## config.mk

```make
export PLATFORM = sky130hd
export DESIGN_NAME = cbs_credit_shaper_flat
export DESIGN_NICKNAME = d
export VERILOG_FILES = /design/src/rtl/cbs_credit_shaper_pkg.sv /design/src/rtl/cbs_credit_shaper_if.sv /design/src/rtl/cbs_credit_shaper_credit_counter.sv /design/src/rtl/cbs_credit_shaper.sv /design/src/flat_wrapper.sv
export SDC_FILE = /design/constraint.sdc
export NUM_CORES = 1
export LEC_CHECK = 0
export BUFFER_PORTS_ARGS = -buffer_cell sky130_fd_sc_hd__buf_2
export CAP_MARGIN = 10
export CORE_AREA = 2 2 120 122
export CTS_BUF_LIST = sky130_fd_sc_hd__clkbuf_8
export DETAILED_ROUTE_END_ITERATION = 6
export DIE_AREA = 0 0 122 124
export PLACE_DENSITY = 0.81
export SYNTH_ARGS = -nofsm -noshare
export SYNTH_HDL_FRONTEND = slang
export SYNTH_HIERARCHICAL = 1
export SYNTH_SLANG_ARGS = --single-unit
```

## constraint.sdc

```tcl
create_clock -name aclk -period 11.3 [get_ports aclk]
set_input_delay 0 -clock aclk [delete_from_list [all_inputs] [get_ports aclk]]
set_output_delay 0 -clock aclk [all_outputs]
set_load 0.005 [all_outputs]
```

## src/rtl/cbs_credit_shaper_pkg.sv

```systemverilog
// Shared types and saturating credit arithmetic for the credit-based shaper.
package cbs_pkg;

    localparam int CREDIT_WIDTH_DEF = 32;
    localparam int SLOPE_WIDTH_DEF  = 16;
    localparam int ACC_WIDTH        = CREDIT_WIDTH_DEF + 2;

    typedef enum logic {
        ST_IDLE = 1'b0,
        ST_SEND = 1'b1
    } cbs_state_e;

    typedef enum logic [1:0] {
        CR_HOLD  = 2'd0,
        CR_CLEAR = 2'd1,
        CR_IDLE  = 2'd2,
        CR_BEAT  = 2'd3
    } credit_op_e;

    // Two guard bits keep the sum exact; the clamp then brings it back into range.
    function automatic logic signed [CREDIT_WIDTH_DEF-1:0] sat_add(
        input logic signed [CREDIT_WIDTH_DEF-1:0] acc,
        input logic signed [ACC_WIDTH-1:0]        delta,
        input logic signed [CREDIT_WIDTH_DEF-1:0] lo,
        input logic signed [CREDIT_WIDTH_DEF-1:0] hi
    );
        logic signed [ACC_WIDTH-1:0] sum;
        sum = ACC_WIDTH'(acc) + delta;
        if (sum > ACC_WIDTH'(hi)) return hi;
        if (sum < ACC_WIDTH'(lo)) return lo;
        return $signed(sum[CREDIT_WIDTH_DEF-1:0]);
    endfunction

endpackage

```

## src/rtl/cbs_credit_shaper_if.sv

```systemverilog
// AXI4-Stream bundle used on both sides of the shaper.
interface cbs_credit_shaper_if #(
    parameter int C_AXIS_TDATA_WIDTH = 64,
    parameter int C_AXIS_TKEEP_WIDTH = C_AXIS_TDATA_WIDTH / 8,
    parameter int C_AXIS_TUSER_WIDTH = 2
);
    logic [C_AXIS_TDATA_WIDTH-1:0] tdata;
    logic [C_AXIS_TKEEP_WIDTH-1:0] tkeep;
    logic [C_AXIS_TUSER_WIDTH-1:0] tuser;
    logic                          tlast;
    logic                          tvalid;
    logic                          tready;

    modport master (output tdata, tkeep, tuser, tlast, tvalid, input tready);
    modport slave  (input tdata, tkeep, tuser, tlast, tvalid, output tready);
endinterface

```

## src/rtl/cbs_credit_shaper_credit_counter.sv

```systemverilog
// Signed credit accumulator: hold, clear, add idle slope, or add idle minus send slope.
module cbs_credit_counter
    import cbs_pkg::*;
#(
    parameter int CREDIT_WIDTH = CREDIT_WIDTH_DEF,
    parameter int SLOPE_WIDTH  = SLOPE_WIDTH_DEF
) (
    input  logic                           clk,
    input  logic                           rst_n,
    input  credit_op_e                     op_i,
    input  logic        [SLOPE_WIDTH-1:0]  idle_slope_i,
    input  logic        [SLOPE_WIDTH-1:0]  send_slope_i,
    input  logic signed [CREDIT_WIDTH-1:0] hi_i,
    input  logic signed [CREDIT_WIDTH-1:0] lo_i,
    output logic signed [CREDIT_WIDTH-1:0] credit_o
);
    logic signed [CREDIT_WIDTH-1:0] credit_q, credit_d;
    logic signed [ACC_WIDTH-1:0]    idle_ext, send_ext, delta;

    assign idle_ext = $signed({{(ACC_WIDTH-SLOPE_WIDTH){1'b0}}, idle_slope_i});
    assign send_ext = $signed({{(ACC_WIDTH-SLOPE_WIDTH){1'b0}}, send_slope_i});
    assign delta    = (op_i == CR_BEAT) ? (idle_ext - send_ext) : idle_ext;

    always_comb begin
        credit_d = credit_q;
        case (op_i)
            CR_CLEAR:         credit_d = '0;
            CR_IDLE, CR_BEAT: credit_d = sat_add(credit_q, delta, lo_i, hi_i);
            default:          credit_d = credit_q;
        endcase
    end

    always_ff @(posedge clk or negedge rst_n) begin
        if (!rst_n) credit_q <= '0;
        else        credit_q <= credit_d;
    end

    assign credit_o = credit_q;
endmodule

```

## src/rtl/cbs_credit_shaper.sv

```systemverilog
// Credit-based shaper for one stream class: gates frame starts on negative credit,
// never cuts a frame that is already in flight.
module cbs_credit_shaper
    import cbs_pkg::*;
#(
    parameter int CREDIT_WIDTH = CREDIT_WIDTH_DEF,
    parameter int SLOPE_WIDTH  = SLOPE_WIDTH_DEF
) (
    input  logic                           aclk,
    input  logic                           aresetn,
    cbs_credit_shaper_if.slave             s_axis,
    cbs_credit_shaper_if.master            m_axis,
    input  logic                           enable,
    input  logic        [SLOPE_WIDTH-1:0]  idle_slope,
    input  logic        [SLOPE_WIDTH-1:0]  send_slope,
    input  logic signed [CREDIT_WIDTH-1:0] hi_credit,
    input  logic signed [CREDIT_WIDTH-1:0] lo_credit,
    output logic signed [CREDIT_WIDTH-1:0] credit,
    output logic                           gate_open,
    output logic                           frame_active
);
    cbs_state_e state_q;
    logic       en_q;
    logic       frame_active_q;
    logic       pass;
    logic       out_valid;
    logic       beat;
    credit_op_e op;

    // Once a frame has started, the gate stays open until its last beat.
    assign pass      = !en_q || (state_q == ST_SEND) || !credit[CREDIT_WIDTH-1];
    assign out_valid = s_axis.tvalid & pass & aresetn;
    assign beat      = out_valid & m_axis.tready;

    assign m_axis.tvalid = out_valid;
    assign m_axis.tdata  = s_axis.tdata;
    assign m_axis.tkeep  = s_axis.tkeep;
    assign m_axis.tuser  = s_axis.tuser;
    assign m_axis.tlast  = s_axis.tlast;
    assign s_axis.tready = m_axis.tready & pass & aresetn;

    assign gate_open    = pass;
    assign frame_active = frame_active_q;

    always_comb begin
        op = CR_HOLD;
        if (!en_q)
            op = CR_CLEAR;
        else if (beat)
            op = CR_BEAT;
        else if (s_axis.tvalid || credit[CREDIT_WIDTH-1] || (state_q == ST_SEND))
            op = CR_IDLE;
        else if (credit != '0)
            op = CR_CLEAR;
    end

    // Enable is only sampled between frames so a frame is shaped consistently end to end.
    always_ff @(posedge aclk or negedge aresetn) begin
        if (!aresetn) begin
            state_q        <= ST_IDLE;
            en_q           <= 1'b0;
            frame_active_q <= 1'b0;
        end else begin
            case (state_q)
                ST_IDLE: begin
                    en_q <= enable;
                    if (beat && !s_axis.tlast) begin
                        state_q        <= ST_SEND;
                        frame_active_q <= 1'b1;
                    end
                end
                ST_SEND: begin
                    if (beat && s_axis.tlast) begin
                        state_q        <= ST_IDLE;
                        frame_active_q <= 1'b0;
                    end
                end
                default: begin
                    state_q        <= ST_IDLE;
                    frame_active_q <= 1'b0;
                end
            endcase
        end
    end

    cbs_credit_counter #(
        .CREDIT_WIDTH(CREDIT_WIDTH),
        .SLOPE_WIDTH (SLOPE_WIDTH)
    ) u_credit (
        .clk         (aclk),
        .rst_n       (aresetn),
        .op_i        (op),
        .idle_slope_i(idle_slope),
        .send_slope_i(send_slope),
        .hi_i        (hi_credit),
        .lo_i        (lo_credit),
        .credit_o    (credit)
    );
endmodule

```

## src/flat_wrapper.sv

```systemverilog
// flat-port wrapper written by rule: the top's interface ports become plain ports
module cbs_credit_shaper_flat import cbs_pkg::*;
#(
    parameter int CREDIT_WIDTH = CREDIT_WIDTH_DEF,
    parameter int SLOPE_WIDTH  = SLOPE_WIDTH_DEF
)
  (aclk, aresetn, enable, idle_slope, send_slope, hi_credit, lo_credit, credit, gate_open, frame_active, s_axis_tdata, s_axis_tkeep, s_axis_tuser, s_axis_tlast, s_axis_tvalid, s_axis_tready, m_axis_tdata, m_axis_tkeep, m_axis_tuser, m_axis_tlast, m_axis_tvalid, m_axis_tready);
  cbs_credit_shaper_if s_axis_i ();
  cbs_credit_shaper_if m_axis_i ();
  input  logic aclk;
  input  logic aresetn;
  input  logic enable;
  input  logic        [SLOPE_WIDTH-1:0] idle_slope;
  input  logic        [SLOPE_WIDTH-1:0] send_slope;
  input  logic signed [CREDIT_WIDTH-1:0] hi_credit;
  input  logic signed [CREDIT_WIDTH-1:0] lo_credit;
  output logic signed [CREDIT_WIDTH-1:0] credit;
  output logic gate_open;
  output logic frame_active;
  input wire logic [$bits(s_axis_i.tdata)-1:0] s_axis_tdata;
  input wire logic [$bits(s_axis_i.tkeep)-1:0] s_axis_tkeep;
  input wire logic [$bits(s_axis_i.tuser)-1:0] s_axis_tuser;
  input wire logic [$bits(s_axis_i.tlast)-1:0] s_axis_tlast;
  input wire logic [$bits(s_axis_i.tvalid)-1:0] s_axis_tvalid;
  output wire logic [$bits(s_axis_i.tready)-1:0] s_axis_tready;
  output wire logic [$bits(m_axis_i.tdata)-1:0] m_axis_tdata;
  output wire logic [$bits(m_axis_i.tkeep)-1:0] m_axis_tkeep;
  output wire logic [$bits(m_axis_i.tuser)-1:0] m_axis_tuser;
  output wire logic [$bits(m_axis_i.tlast)-1:0] m_axis_tlast;
  output wire logic [$bits(m_axis_i.tvalid)-1:0] m_axis_tvalid;
  input wire logic [$bits(m_axis_i.tready)-1:0] m_axis_tready;
  assign s_axis_i.tdata = s_axis_tdata;
  assign s_axis_i.tkeep = s_axis_tkeep;
  assign s_axis_i.tuser = s_axis_tuser;
  assign s_axis_i.tlast = s_axis_tlast;
  assign s_axis_i.tvalid = s_axis_tvalid;
  assign s_axis_tready = s_axis_i.tready;
  assign m_axis_tdata = m_axis_i.tdata;
  assign m_axis_tkeep = m_axis_i.tkeep;
  assign m_axis_tuser = m_axis_i.tuser;
  assign m_axis_tlast = m_axis_i.tlast;
  assign m_axis_tvalid = m_axis_i.tvalid;
  assign m_axis_i.tready = m_axis_tready;
  cbs_credit_shaper #(.CREDIT_WIDTH(CREDIT_WIDTH), .SLOPE_WIDTH(SLOPE_WIDTH)) u_core (.aclk(aclk), .aresetn(aresetn), .s_axis(s_axis_i), .m_axis(m_axis_i), .enable(enable), .idle_slope(idle_slope), .send_slope(send_slope), .hi_credit(hi_credit), .lo_credit(lo_credit), .credit(credit), .gate_open(gate_open), .frame_active(frame_active));
endmodule
```

==> results of run 1 <==
tightest hold or removal path, delay by kind of cell:
family,cells,cell delay [ps]
compound gates,2,160
buf+inv,1,100
flip-flops by register name, summed over array words and instances, names as in the netlist, named ones only:
register                  flops
u_core/en_q                   1
u_core/u_credit/credit_o     32
u_core/frame_active           1
metal layers:
metal / global-route usage / part of all wire / routed length [µm]
met2: 0.464 / 0.47 / 9680
met4: 0.0876 / 0.024 / 488
met1: 0.331 / 0.41 / 8440
met3: 0.0522 / 0.092 / 1890
met5: 0 / 0 / 0
through the flow:
stage | utilization | setup slack (ps) | instances
floorplan | - | 4840 | 909
global placement | 0.528 | 3210 | 1131
detailed placement | 0.528 | 2990 | 1131
CTS | 0.549 | 2430 | 1160
global route | 0.549 | 1580 | 1160
finish | 0.549 | 2050 | 1160
synth_stat cells (17+ instances only):
cell | instances | share of area
xor2_1 | 17 | 0.022
nand2_1 | 70 | 0.038
dfrtp_1 | 35 | 0.13
inv_1 | 109 | 0.059
nor2_1 | 31 | 0.017
buf_4 | 75 | 0.081
xnor2_1 | 18 | 0.023
mux2i_1 | 22 | 0.032
ha_1 | 117 | 0.21
clkbuf_1 | 22 | 0.012
nand4_1 | 18 | 0.016
o21ai_0 | 72 | 0.052
a21oi_1 | 70 | 0.051
final cells by class:
type / instances / area [µm²] / area share
Tap cell: 180 / 225 / 0.0299
Timing Repair Buffer: 164 / 938 / 0.124
Clock inverter: 3 / 20.0 / 0.00266
Inverter: 109 / 409 / 0.0543
Multi-Input combinational cell: 664 / 5000 / 0.663
Clock buffer: 5 / 68.8 / 0.00913
Sequential cell: 35 / 876 / 0.116
kinds of logic (layout without fill, tap and decap cells):
logic type / after synthesis / after routing / share of synthesized area
buf+inv: 210 / 281 / 0.155
fa+ha+maj: 119 / 119 / 0.217
mux: 31 / 31 / 0.0465
xor+xnor: 35 / 35 / 0.0443
compound gates: 264 / 264 / 0.249
flops: 35 / 35 / 0.127
simple gates: 215 / 215 / 0.161
report_power, final:
part	leakage (nW)	switching (mW)	internal [mW]
registers	0.456	0.0624	0.169
clock network	0.0402	0.0523	0.0430
logic	3.49	0.885	0.608
path summary, 6_finish.rpt:
check / cells past startpoint / from / slack, ps / to
setup reg to reg: 27 / u_core/u_credit/credit_o[31] / 2050 / u_core/u_credit/credit_o[25]
hold / removal: 3 / hi_credit[11] / -1 / u_core/u_credit/credit_o[11]
min in group asynchronous: 3 / aresetn / 290 / u_core/u_credit/credit_o[21]
hold reg to reg: 1 / flip-flop / 530 / u_core/frame_active
setup / recovery: 27 / u_core/u_credit/credit_o[31] / 2050 / u_core/u_credit/credit_o[25]
max in group asynchronous: 3 / aresetn / 10620 / u_core/frame_active
what timing repair did:
| item | 4_1_cts | 5_1_grt |
|---|---|---|
| hold endpoints to repair | 51 | 0 |
| hold buffers | 21 | 0 |
| setup endpoints to repair | 0 | 0 |
| setup buffers | 0 | 0 |
==> key figures, run 1 <==
CTS
  – CTS buffer count: 5
  – Clk sink count: 35
  – Clock Tree Root: clkbuf_8
  – CTS Buffer Depth: 2
  – PostCTS Resize Cnt: 0
  – Clock latency on the worst-skew pair: 300 ps
  – Worst-path clk slew: 90 ps
  – CTS tree: done
  – Htree depth: 2

Floorplanning
  – # IOs: 287
  – Site Rows: 43
  – Die Height: about 120 µm
  – Placeable Area: 13700 µm²
  – Chip width: 122 µm
  – Initial Utilization: 0.505
  – Die footprint: 15100 µm²

Finish
  – Filler cells: around 1.3k
  – Commonest non-fill, non-tap cell in the layout: buf_2
  – Fin area: 7540 µm²
  – Share of cells above drive strength 1: 0.190
  – Layout area overhead: 8.91%
  – Ant diodes: 0
  – Layout net count: 1274
  – Most frequent cells in the layout: buf_2 (138), ha_1 (117), inv_1 (109)

Yosys
  – Post-synthesis register bit count: 35
  – Yosys warning count: 6
  – Post-Syn Area per Cell: around 7.6 µm²
  – Post-synth net total: 1204
  – Ys flop type: dfrtp_1
  – Synthesized area: 6920 µm²
  – Synth Instances: around 910
  – Seq/Total Area, Yosys: 0.127
  – FFs w/ async S/R, synth: 1.00
  – Synth cell types: 69
  – Number of flops mapped to enable cells by yosys: 0

Global routing
  – First-pass GRT wire length: between 30 and 40 mm
  – GRT overflow: 0
  – Largest net degree at the start of global routing: 39
  – Total Routing Usage GR: 0.267
  – Number of global-route vias before repair: 6695
  – Antenna violations before repair: 0

Detailed routing
  – Remaining DRCs: 0
  – Via density per instance: 5.99
  – First-pass detailed-route iteration total: 7
  – Drt wl/cell: 17.7 µm
  – 1st-iter DRT viols: approximately 580
  – Final antenna-violating net count: 0
  – Via count: 6946
  – Detailed Route WL: 20.5 mm

STA
  – Final Hold Vio Count: 1
  – RSZ-0062 raised after global routing: false
  – Crit share post-route: 0.818
  – Max Fclk: 0.108 GHz
  – Least-Margin Pin Slew: about 1100 ps
  – Hold slack: -1.16 ps
  – Tmin final: between 9000 and 10000 ps
  – Pins Over Slew Limit: 0
  – Final setup fails: 0
  – Setup TNS: 0 ps
  – Worst Skew: 17.6 ps
  – Max_slew headroom: 0.253

Worst setup path
  – Slowest CP cell: nor2b_2
  – Crit Path Max Fanout: 33
  – Most used cell, CP: o21ai_0
  – CP peak stage delay: 880 ps
  – Worst Setup End Kind: flip-flop
  – Worst EP required: around 12000 ps
  – Top delay family on crit path: compound AO/OA/AOI/OAI gates
  – WP buf/inv: 3
  – Critical path arrival: between 9000 and 10000 ps
  – CP Class: flip-flop to flip-flop
  – Startpoint Class: flip-flop

Status
  – Status: complete, but fails checks
  – Violated checks: negative hold slack

Place
  – Routability Congestion: 0.956
  – I/O Buffers: 138
  – Cell Area, Placed: 7240 µm²
  – HPWL after DPL: 16.6 mm

Power
  – Leak: 3.99 nW
  – Peak VDD IR: 0.110 mV
  – Pwr/cell area: around 240 nW/µm²
  – Total power: 1.82 mW

Run
  – Max-cap violations: 0

Worst hold path
  – Hold WC Path Type: input port to flip-flop
Note: power is estimated with default switching activity, not from simulation.
==> inputs of run 2 (changes only) <==
--- a/config.mk
+++ b/config.mk
@@ -7,11 +7,11 @@
 export LEC_CHECK = 0
 export BUFFER_PORTS_ARGS = -buffer_cell sky130_fd_sc_hd__buf_2
 export CAP_MARGIN = 10
-export CORE_AREA = 2 2 120 122
+export CORE_AREA = 2 2 126 128
 export CTS_BUF_LIST = sky130_fd_sc_hd__clkbuf_8
 export DETAILED_ROUTE_END_ITERATION = 6
-export DIE_AREA = 0 0 122 124
-export PLACE_DENSITY = 0.81
+export DIE_AREA = 0 0 128 130
+export PLACE_DENSITY = 0.77
 export SYNTH_ARGS = -nofsm -noshare
 export SYNTH_HDL_FRONTEND = slang
 export SYNTH_HIERARCHICAL = 1
==> constraint.sdc (replaced) <==
create_clock -name aclk -period 8.1 [get_ports aclk]
set_input_delay 0 -clock aclk [delete_from_list [all_inputs] [get_ports aclk]]
set_output_delay 0 -clock aclk [all_outputs]
set_load 0.005 [all_outputs]
==> key figures, run 2 (same netlist as run 1, synthesis figures left out) <==
CTS
  – CTS tree: done
  – CTS Buffer Depth: 2 (unchanged)
  – Htree depth: 2 (unchanged)
  – Clock latency on the worst-skew pair: 300 ps (about the same)
  – Worst-path clk slew: 90 ps (about the same)
  – CTS buffer count: 5 (unchanged)
  – Clock Tree Root: clkbuf_8
  – Clk sink count: 35 (unchanged)

STA
  – Crit share post-route: 0.948 (+0.130)
  – Setup TNS: 0 ps (unchanged)
  – Worst Skew: 16.7 ps (-0.858 ps)
  – Final Hold Vio Count: 0 (-1)
  – Pins Over Slew Limit: 0 (unchanged)
  – Final setup fails: 0 (unchanged)
  – RSZ-0062 raised after global routing: false
  – Max_slew headroom: 0.628 (+0.376)
  – Post-route setup slack: 420 ps (-1630 ps)
  – Least-Margin Pin Slew: 551 ps (-564 ps)
  – Hold slack: 0.00142 ps (+1.16 ps)
  – Max Fclk: 0.130 GHz (+20%)
  – Tmin final: 7680 ps (-1570 ps)

Finish
  – Max FFs per register: 32 (unchanged)
  – Filler cells: 1503 (+15%)
  – Most frequent cells in the layout: buf_2 (138), ha_1 (117), inv_1 (109)
  – Layout area overhead: 9.78%
  – Ant diodes: 0 (unchanged)
  – Register area: 876 µm² (unchanged)
  – Commonest non-fill, non-tap cell in the layout: buf_2
  – Non-Filler Instances: 1174 (+1.2%)
  – Area of the multi-input gates: 5020 µm² (+0.48%)
  – Layout net count: 1276 (+0.16%)
  – Fin area: 7600 µm² (+0.80%)
  – Share of cells above drive strength 1: 0.202 (+0.0118)

Place
  – Placed cells: 1146 (+1.3%)
  – Cell Area, Placed: 7280 µm² (+0.52%)
  – Dpl ws: 600 ps (-2390 ps)
  – I/O Buffers: 138 (unchanged)
  – Routability Congestion: 0.941 (-1.7%)
  – HPWL after DPL: 17.1 mm (+2.7%)

Worst setup path
  – Reg2reg path depth: 30 (+11%)
  – CP Class: flip-flop to flip-flop
  – Critical path arrival: 7900 ps (-1570 ps)
  – Crit Path Max Fanout: 37 (+12%)
  – Worst Setup End Kind: flip-flop
  – Worst EP required: 8320 ps (-3210 ps)
  – Startpoint Class: flip-flop
  – Slowest CP cell: dlygate4sd3_1
  – CP peak stage delay: 580 ps (-300 ps)

Detailed routing
  – Top Layer Used: met4
  – First-pass detailed-route iteration total: 6 (-1)
  – Via density per instance: 5.93 (-0.95%)
  – Met2 Wirelength: 9.71 mm (+0.23%)
  – Detailed Route WL: 21.0 mm (+2.4%)
  – 1st-iter DRT viols: 550 (-4.5%)
  – Met1 WL: 8.85 mm (+4.9%)
  – Final antenna-violating net count: 0 (unchanged)
  – Drt wl/cell: 17.9 µm (+1.2%)
  – DR WL met3: 1.68 mm (-11%)
  – Via count: 6963 (+0.24%)
  – Remaining DRCs: 0 (unchanged)

Floorplanning
  – Initial Utilization: 0.449 (-0.0558)
  – # IOs: 287 (unchanged)
  – Placeable Area: 15400 µm² (+12%)
  – Die Height: 130 µm (+4.8%)
  – Chip width: 128 µm (+4.9%)
  – Die footprint: 16600 µm² (+10%)
  – Site Rows: 46 (+7.0%)

Power
  – Peak VDD IR: 0.184 mV (+66%)
  – Pwr/cell area: 339 nW/µm² (+40%)
  – Leak: 4.02 nW (+0.76%)

Worst hold path
  – Hold path cells: 0 (-3)
  – Hold WC Path Type: input port to primary output

Global routing
  – First-pass GRT wire length: 32.9 mm (+2.5%)
  – GRT overflow: 0 (unchanged)
  – Antenna violations before repair: 0 (unchanged)
  – Total Routing Usage GR: 0.248 (-0.0184)
  – Largest net degree at the start of global routing: 38 (-2.6%)
  – Number of global-route vias before repair: 6562 (-2.0%)

Status
  – Status: finished, final reports clean

Run
  – Max-cap violations: 0 (unchanged)
## run 2: cell count changes in the layout (fill, tap and decap cells not counted), moves of 2 or more
cell / previous run / this run
buf_4: 5 / 11
nor4_2: 0 / 2
dlygate4sd3_1: 21 / 16
nor4_1: 14 / 12
clkbuf_8: 5 / 7
## run 2: path summary, 6_finish.rpt
kind                                                   from  slack [ps]                      endpoint
max in group asynchronous                           aresetn        7320  u_core/u_credit/credit_o[30]
worst min-delay path                       s_axis_tdata[33]       0.001              m_axis_tdata[33]
worst min register to register                    flip-flop         570           u_core/frame_active
worst max register to register  u_core/u_credit/credit_o[9]         420  u_core/u_credit/credit_o[26]
min in group asynchronous                           aresetn         410  u_core/u_credit/credit_o[11]
worst max-delay path            u_core/u_credit/credit_o[9]         420  u_core/u_credit/credit_o[26]
## run 2: cell type report
cell class                      count  share of cell area
Clock buffer                        7              0.0127
Clock inverter                      1            0.000988
Inverter                          109              0.0538
Multi-Input combinational cell    664               0.661
Sequential cell                    35               0.115
Tap cell                          192              0.0316
Timing Repair Buffer              166               0.124
## run 2: per-layer routing
| layer | GRT usage | vias to the layer above |
|---|---|---|
| met3 | 0.0406 | 63 |
| met2 | 0.423 | 329 |
| met1 | 0.314 | 3240 |
| met5 | 0 | - |
| met4 | 0.101 | 0 |
| li1 | - | 3331 |
## run 2: timing repair
| action | 4_1_cts | 5_1_grt |
|---|---|---|
| endpoints found under the hold margin | 49 | 0 |
| hold buffers | 16 | 0 |
| setup endpoints to repair | 0 | 2 |
| buffers inserted | 0 | 4 |
| resized for setup | 0 | 6 |
## run 2: power by group
group / total (mW) / internal [mW] / switching [mW]
sequential: 0.321 / 0.236 / 0.0851
combinational: 2.10 / 0.868 / 1.23
clock: 0.150 / 0.0776 / 0.0728
## run 2: through the flow
stage	power [mW]	utilization
after floorplan	1.79	-
after global placement	2.28	0.472
after detailed placement	2.33	0.472
after CTS	2.50	0.489
after global routing	2.81	0.493
final	2.57	0.493
## run 2: worst max-delay path: cells and delay by family, from the launching register on
family,cells,cell delay (ps)
DFF,1,420
and+or+nand+nor,10,2380
muxes,2,600
adders and majority gates,3,900
buffers and inverters,4,960
AOI/OAI and AO/OA,11,2320
